--- config.mk ---
export PLATFORM = sky130hd
export DESIGN_NAME = johannes_hoff_top
export DESIGN_NICKNAME = d
export VERILOG_FILES = /design/src/rtl/johannes_hoff_top.sv
export SDC_FILE = /design/constraint.sdc
export NUM_CORES = 1
export LEC_CHECK = 0
export CAP_MARGIN = 20
export CELL_PAD_IN_SITES_DETAIL_PLACEMENT = 1
export CELL_PAD_IN_SITES_GLOBAL_PLACEMENT = 1
export CORE_MARGIN = 2
export CORE_UTILIZATION = 49
export DETAILED_ROUTE_END_ITERATION = 7
export PLACE_DENSITY_LB_ADDON = 0.1
export SYNTH_ARGS = -nofsm -noshare
export SYNTH_HDL_FRONTEND = slang
export SYNTH_SLANG_ARGS = --single-unit
--- constraint.sdc ---
create_clock -name io_in -period 4.15 [get_ports io_in]
set_clock_uncertainty 0.1 [all_clocks]
set_input_delay 1.245 -clock io_in [delete_from_list [all_inputs] [get_ports io_in]]
set_output_delay 1.245 -clock io_in [all_outputs]
set_load 0.005 [all_outputs]
--- src/rtl/johannes_hoff_top.sv ---
// SAP-1 style 8-bit CPU tile: 16x8 memory, A/B/PC/MAR/IR/OUT, CF/ZF, fixed 5-clock instruction cycle.
// Optional macro SAP_DEBUG_VIEW_EN: io_in[2]=1 shows {halted,CF,ZF,0,PC} on io_out.
//
//  state | meaning
//  T0    | MAR <= PC
//  T1    | fetch IR from memory, increment PC
//  T2    | decode: operand address, immediates, jumps, OUT, HLT
//  T3    | memory read into A/B, or store A
//  T4    | ALU writeback with carry/zero flags

module johannes_hoff_top (
    input  logic [7:0] io_in,
    output logic [7:0] io_out
);

    typedef enum logic [2:0] {
        T0 = 3'd0,
        T1 = 3'd1,
        T2 = 3'd2,
        T3 = 3'd3,
        T4 = 3'd4
    } tstate_t;

    localparam logic [3:0] OP_LDA = 4'h1;
    localparam logic [3:0] OP_ADD = 4'h2;
    localparam logic [3:0] OP_SUB = 4'h3;
    localparam logic [3:0] OP_STA = 4'h4;
    localparam logic [3:0] OP_LDI = 4'h5;
    localparam logic [3:0] OP_JMP = 4'h6;
    localparam logic [3:0] OP_JC  = 4'h7;
    localparam logic [3:0] OP_JZ  = 4'h8;
    localparam logic [3:0] OP_OUT = 4'hE;
    localparam logic [3:0] OP_HLT = 4'hF;

    logic       clk;
    logic       rst;
    logic       unused_pins;

    assign clk = io_in[0];
    assign rst = io_in[1];
    assign unused_pins = &{1'b0, io_in[7:2]};

    tstate_t    t, t_next;
    logic [3:0] pc;
    logic [3:0] mar;
    logic [7:0] a;
    logic [7:0] b;
    logic [7:0] ir;
    logic [7:0] out_r;
    logic       cf;
    logic       zf;
    logic       halted;
    logic [7:0] mem [16];

    logic [3:0] opcode;
    logic [3:0] operand;
    logic [8:0] alu_res;

    assign opcode  = ir[7:4];
    assign operand = ir[3:0];

    // Counter program: counts 1..255 on OUT, wraps to 0 with carry, then halts.
    function automatic logic [7:0] boot_rom(input logic [3:0] addr);
        case (addr)
            4'h0:    boot_rom = 8'h51;
            4'h1:    boot_rom = 8'h4F;
            4'h2:    boot_rom = 8'h50;
            4'h3:    boot_rom = 8'h2F;
            4'h4:    boot_rom = 8'hE0;
            4'h5:    boot_rom = 8'h77;
            4'h6:    boot_rom = 8'h63;
            4'h7:    boot_rom = 8'hF0;
            default: boot_rom = 8'h00;
        endcase
    endfunction

    always_ff @(posedge clk or posedge rst) begin
        if (rst) begin
            t <= T0;
        end else begin
            t <= t_next;
        end
    end

    always_comb begin
        t_next = t;
        if (!halted) begin
            case (t)
                T0:      t_next = T1;
                T1:      t_next = T2;
                T2:      t_next = T3;
                T3:      t_next = T4;
                T4:      t_next = T0;
                default: t_next = T0;
            endcase
        end
    end

    // SUB uses A + ~B + 1 so bit 8 is the "no borrow" carry.
    always_comb begin
        alu_res = {1'b0, a} + {1'b0, b};
        if (opcode == OP_SUB) begin
            alu_res = {1'b0, a} + {1'b0, ~b} + 9'd1;
        end
    end

    always_ff @(posedge clk or posedge rst) begin
        if (rst) begin
            pc     <= 4'h0;
            mar    <= 4'h0;
            a      <= 8'h00;
            b      <= 8'h00;
            ir     <= 8'h00;
            out_r  <= 8'h00;
            cf     <= 1'b0;
            zf     <= 1'b0;
            halted <= 1'b0;
            for (int i = 0; i < 16; i++) begin
                mem[i] <= boot_rom(4'(i));
            end
        end else if (!halted) begin
            case (t)
                T0: begin
                    mar <= pc;
                end
                T1: begin
                    ir <= mem[mar];
                    pc <= pc + 4'd1;
                end
                T2: begin
                    case (opcode)
                        OP_LDA, OP_ADD, OP_SUB, OP_STA: mar <= operand;
                        OP_LDI: a <= {4'h0, operand};
                        OP_JMP: pc <= operand;
                        OP_JC:  if (cf) pc <= operand;
                        OP_JZ:  if (zf) pc <= operand;
                        OP_OUT: out_r <= a;
                        OP_HLT: halted <= 1'b1;
                        default: ;
                    endcase
                end
                T3: begin
                    case (opcode)
                        OP_LDA:         a <= mem[mar];
                        OP_ADD, OP_SUB: b <= mem[mar];
                        OP_STA:         mem[mar] <= a;
                        default: ;
                    endcase
                end
                T4: begin
                    if (opcode == OP_ADD || opcode == OP_SUB) begin
                        cf <= alu_res[8];
                        a  <= alu_res[7:0];
                        zf <= (alu_res[7:0] == 8'h00);
                    end
                end
                default: ;
            endcase
        end
    end

`ifdef SAP_DEBUG_VIEW_EN
    assign io_out = io_in[2] ? {halted, cf, zf, 1'b0, pc} : out_r;
`else
    assign io_out = out_r;
`endif

endmodule

After elaboration in Yosys (flattened, before gate mapping)
Cells that the tools add are included.
Word-level totals
  input bits: 8
  output and inout bits: 8
  register bits after elaboration: 174
  logic and storage cells: 94
Operators by class
  bitwise operators: 3
  reduce and logical (&&, ||, !) cells: 17
  muxes and demuxes: 21
  order comparisons: 2
  add/sub/neg operators: 4
  equal/unequal tests: 21
Operator list (number)
  bitwise mux 128 bit: 1
  two-way mux 8 bit: 6
  binary-select mux 8 bit (select 4 bit): 1
  demux 8 bit (select 4 bit): 1
  one-hot mux 8 bit (3 select lines): 1
  adder 8 x 8 -> 9 bit: 2
  equality test 4 x 3 -> 1 bit, second input constant: 4
  one-hot mux 4 bit (2 select lines): 2
  AND reduction 3 bit: 5
  equality test 4 bit, second input constant: 3
  two-way mux 4 bit: 3
  one-hot mux 3 bit (4 select lines): 1
  one-hot mux 4 bit (3 select lines): 1
  AND reduction 5 bit: 2
  adder 9 x 1 -> 9 bit, second input constant: 1
  two-way mux 9 bit: 1
  equality test 4 x 2 -> 1 bit, second input constant: 2
  logical NOT 8 bit: 1
  inverter 8 bit: 1
  equality test 3 x 2 -> 1 bit, second input constant: 2
  != test 2 x 1 -> 1 bit, second input constant: 3
  != test 3 bit, second input constant: 2
  >= comparator 5 bit, second input constant: 1
  less-than comparator 5 x 1 -> 1 bit, second input constant: 1
  17 further kinds: 20

Logic depth before layout (Yosys ltp)
  depth in word-level cells: 6
  gate-level depth with buffers: 10
  depth with buffers taken out: 10

Worst setup path before layout
Ideal clock, no wire load.
  kind: reg-to-reg
  start: register a[3]
  end: register zf
  arrival time: 2.063 ns
  required time: 3.940 ns
  slack: 1.876 ns
  stages on the path, launching flop included: 9
  cell sequence: dfrtp_1 -> ha_1 -> clkbuf_1 -> a21o_1 -> a211oi_1 -> nand3_1 -> a221oi_1 -> nor2_1 -> o41ai_1
On the way
  cells in the longest elaborated chain, start to end: 4
Ends and longest elaborated chain
  start: declaration: line 46  | logic [7:0] a;
  start signal: assignment: line 133  | OP_LDI: a <= {4'h0, operand};
  start signal: assignment: line 144  | OP_LDA: a <= mem[mar];
  start signal: assignment: line 153  | a <= alu_res[7:0];
  adder 8 x 8 -> 9 bit: line 103  | alu_res = {1'b0, a} + {1'b0, ~b} + 9'd1;
  adder 9 x 1 -> 9 bit: line 103
  two-way mux 9 bit (*): line 102  | if (opcode == OP_SUB) begin
  logical NOT 8 bit (*): line 154  | zf <= (alu_res[7:0] == 8'h00);
  end signal: assignment: line 154
  end: declaration: line 51  | logic zf;
Mark *: on every way between the ends. The rest lies on a longest branch, timed or not.
A chain may end at the register's enable or synchronous reset.

Worst setup path in the final report
  start: register a[0]
  end: register zf
Same word-level chain as after synthesis.

==> results.yml <==
sta:
  setup_viol_count_final: 0
  tightest_slew_ns: 1.049
  max_freq_ghz: 0.3260
  relSlewSlack_pct: 29.93
  rsz0062_at_grt: "false"
  finalCritPeriodShare_pct: 73.92
  fin_crit_ns: 3.068
  hold_viol_final: 0
  report.final.slew_viol_count: 0
  timing.hold.ws_ns: 0.3995
yosys:
  ys_types: 66
  synth_fp_nets: 675
  syn_area_um2: 8798
  syn_inst: 647
  ys_seq_elements: 174
  synth_ff_type: "dfrtp_1"
  ys_async_sr_fraction_pct: 100.0
  synth-edff-count: 0
  syn_avg_cell_area_um2: 13.60
  synth.yosys.seq_area_share_pct: 49.94
  yosysWarnings: 0
critical_path:
  crit_buf_inv: 2
  worstSetupPathDepth: 10
  r2r_cells: 10
  path_class: "register to register"
  endpoint_kind: "register"
  cp.required_ns: 4.39
  startpoint_type: "register"
  worst_path_most_repeated_cell: "inv_1"
  arrival_ns: 3.30
  cpPeakStageDelay_ns: 0.58
  critPathMaxFanout: 15
  crit_path_top_delay_cell: "dfrtp_1"
  cp_top_family: "compound AO/OA/AOI/OAI gates"
  crit_chain: "inv_1 > ha_1 > inv_1 > fa_1 > nand3_1 > nand2_1 > a41oi_1 > nand3b_1 > nor2b_1 > o41ai_1"
floorplanning:
  dieArea_um2: 19040
  die_w_um: 138
  initial_core_util_pct: 49.49
  core.rowCount: 49
  core_area_um2: 17780
  chipHeight_um: 138
  io_pins: 16
placed_design:
  numPortBuffers: 8
  placed_area_um2: 9009
  dp_cells: 850
  place.gp.congestion: 0.8929
  hpwl_um: 14420
finish:
  drive_gt1_share_pct: 56.34
  fin_area_um2: 11780
  final_cells: 1088
  final_cell_mix: "clkinvlp_4 (177), mux2_2 (147), dfrtp_1 (141), mux4_2 (39), clkbuf_16 (34)"
  nFillCells: 1677
  final_nets: 859
  mostFrequentLayoutCell: "clkinvlp_4"
  syn_to_final_growth_pct: 33.85
  num_antenna_cells: 0
global_route:
  grt_pass1_wl_um: 47550
  grt_use_total_pct: 34.06
  antenna_found_initial: 0
  grt_max_degree: 27
  grt_pass1_vias: 8688
  overflow: 0
job:
  maxCapViolCount: 0
power:
  finalPower_mw: 7.828
  peakVddDrop_mv: 0.4186
  power_density_nw_per_um2: 664.7
  leakage_nw: 4.576
worst_hold_path:
  hp-class: "register to register"
  holdPathStages: 1
clock_network:
  path_clk_slew_ns: 0.07
  postCtsResizedCells: 0
  cts_tree: "yes"
  post_cts_buffers: 0
  worst_skew_pair.late_latency_ns: 0.44
  hold_buffers: 0
route:
  dr.first_iter.drc_count: 473
  first_pass_iters: 7
  viasPerCell: 6.270
  wl_per_cell_um: 28.06
  wl_um: 30530
  num_vias: 6822
  drc: 0
  antenna_left: 0
status:
  run_status: "finished clean"
## worst register-to-register path: stages, from the launching register on
cell	delay (ns)
dfrtp_1	0.58
inv_1	0.35
ha_1	0.21
inv_1	0.06
fa_1	0.42
nand3_1	0.17
nand2_1	0.10
a41oi_1	0.32
nand3b_1	0.14
nor2b_1	0.18
o41ai_1	0.33
## cell type report
class / instances / area, um^2 / area share [%]
clock inverter: 203 / 1883 / 15.99
tap: 229 / 286.5 / 2.433
multi-input combinational: 419 / 4156 / 35.30
inverter: 16 / 60.06 / 0.5100
timing repair buffer: 12 / 130.1 / 1.105
sequential: 174 / 4395 / 37.32
clock buffer: 35 / 864.6 / 7.342
## path summary, 6_finish.rpt
kind | startpoint | end | slack (ns)
min in group asynchronous | io_in[1] | mem[123] | 1.73
worst min register to register | mem[56] | mem[56] | 0.40
worst min-delay path | mem[56] | mem[56] | 0.40
worst max-delay path | a[0] | zf | 1.08
worst max register to register | a[0] | zf | 1.08
max in group asynchronous | io_in[1] | mem[77] | 1.97
## synthesized netlist by cell type, drive strengths merged (4+ instances only)
library cell,instances,share of area (%)
mux4,39,10
clkbuf,18,0.77
o21ai,17,0.97
dfstp,32,9.6
buf,19,1.3
a21oi,19,1.1
mux2,148,19
ha,18,2.6
a221oi,4,0.47
nand3,13,0.80
nor2,27,1.5
nor2b,12,0.85
nand2b,7,0.50
nor3,8,0.70
nand2,34,1.5
dfrtp,142,40
nand3b,5,0.47
a211oi,4,0.40
mux2i,6,0.68
inv,17,0.73
a31oi,7,0.50
## cells by family after synthesis
group | count (synthesis) | synth area share, %
multiplexers | 193 | 29.61
flip-flops | 174 | 49.94
AND/OR/NAND/NOR | 125 | 8.191
AO/OA/AOI/OAI | 79 | 6.229
buffers and inverters | 54 | 2.815
adder cells (fa/ha/maj) | 20 | 3.015
XOR/XNOR | 2 | 0.1991
## where the power goes
group	switching (mW)	leakage [nW]	internal [mW]
logic	0	1.58	0
clock network	3.71	0.685	2.40
registers	0	2.31	1.72
## flip-flops by register name, summed over array words and instances (netlist names), 3 cells and up
register and count:
pc 4, io_out 8, ir 8, a 8, t 3, mem 128, b 8, mar 4
## metrics by stage
stage / setup WS [ns] / util, % / setup TNS (ns)
after detailed placement: -0.4118 / 50.67 / -31.92
after global routing: 0.9113 / 66.24 / 0
final: 1.082 / 66.24 / 0
after global placement: -0.4118 / 50.67 / -31.92
after CTS: 1.072 / 66.08 / 0
after floorplan: -0.2235 / - / -31.74
## layer usage
layer	track usage [%]	share of wire, %
met5	0	0
met4	30.45	4.4
met3	16.80	6.8
met2	49.14	50
met1	36.95	39
(Power assumes the default switching activity.)
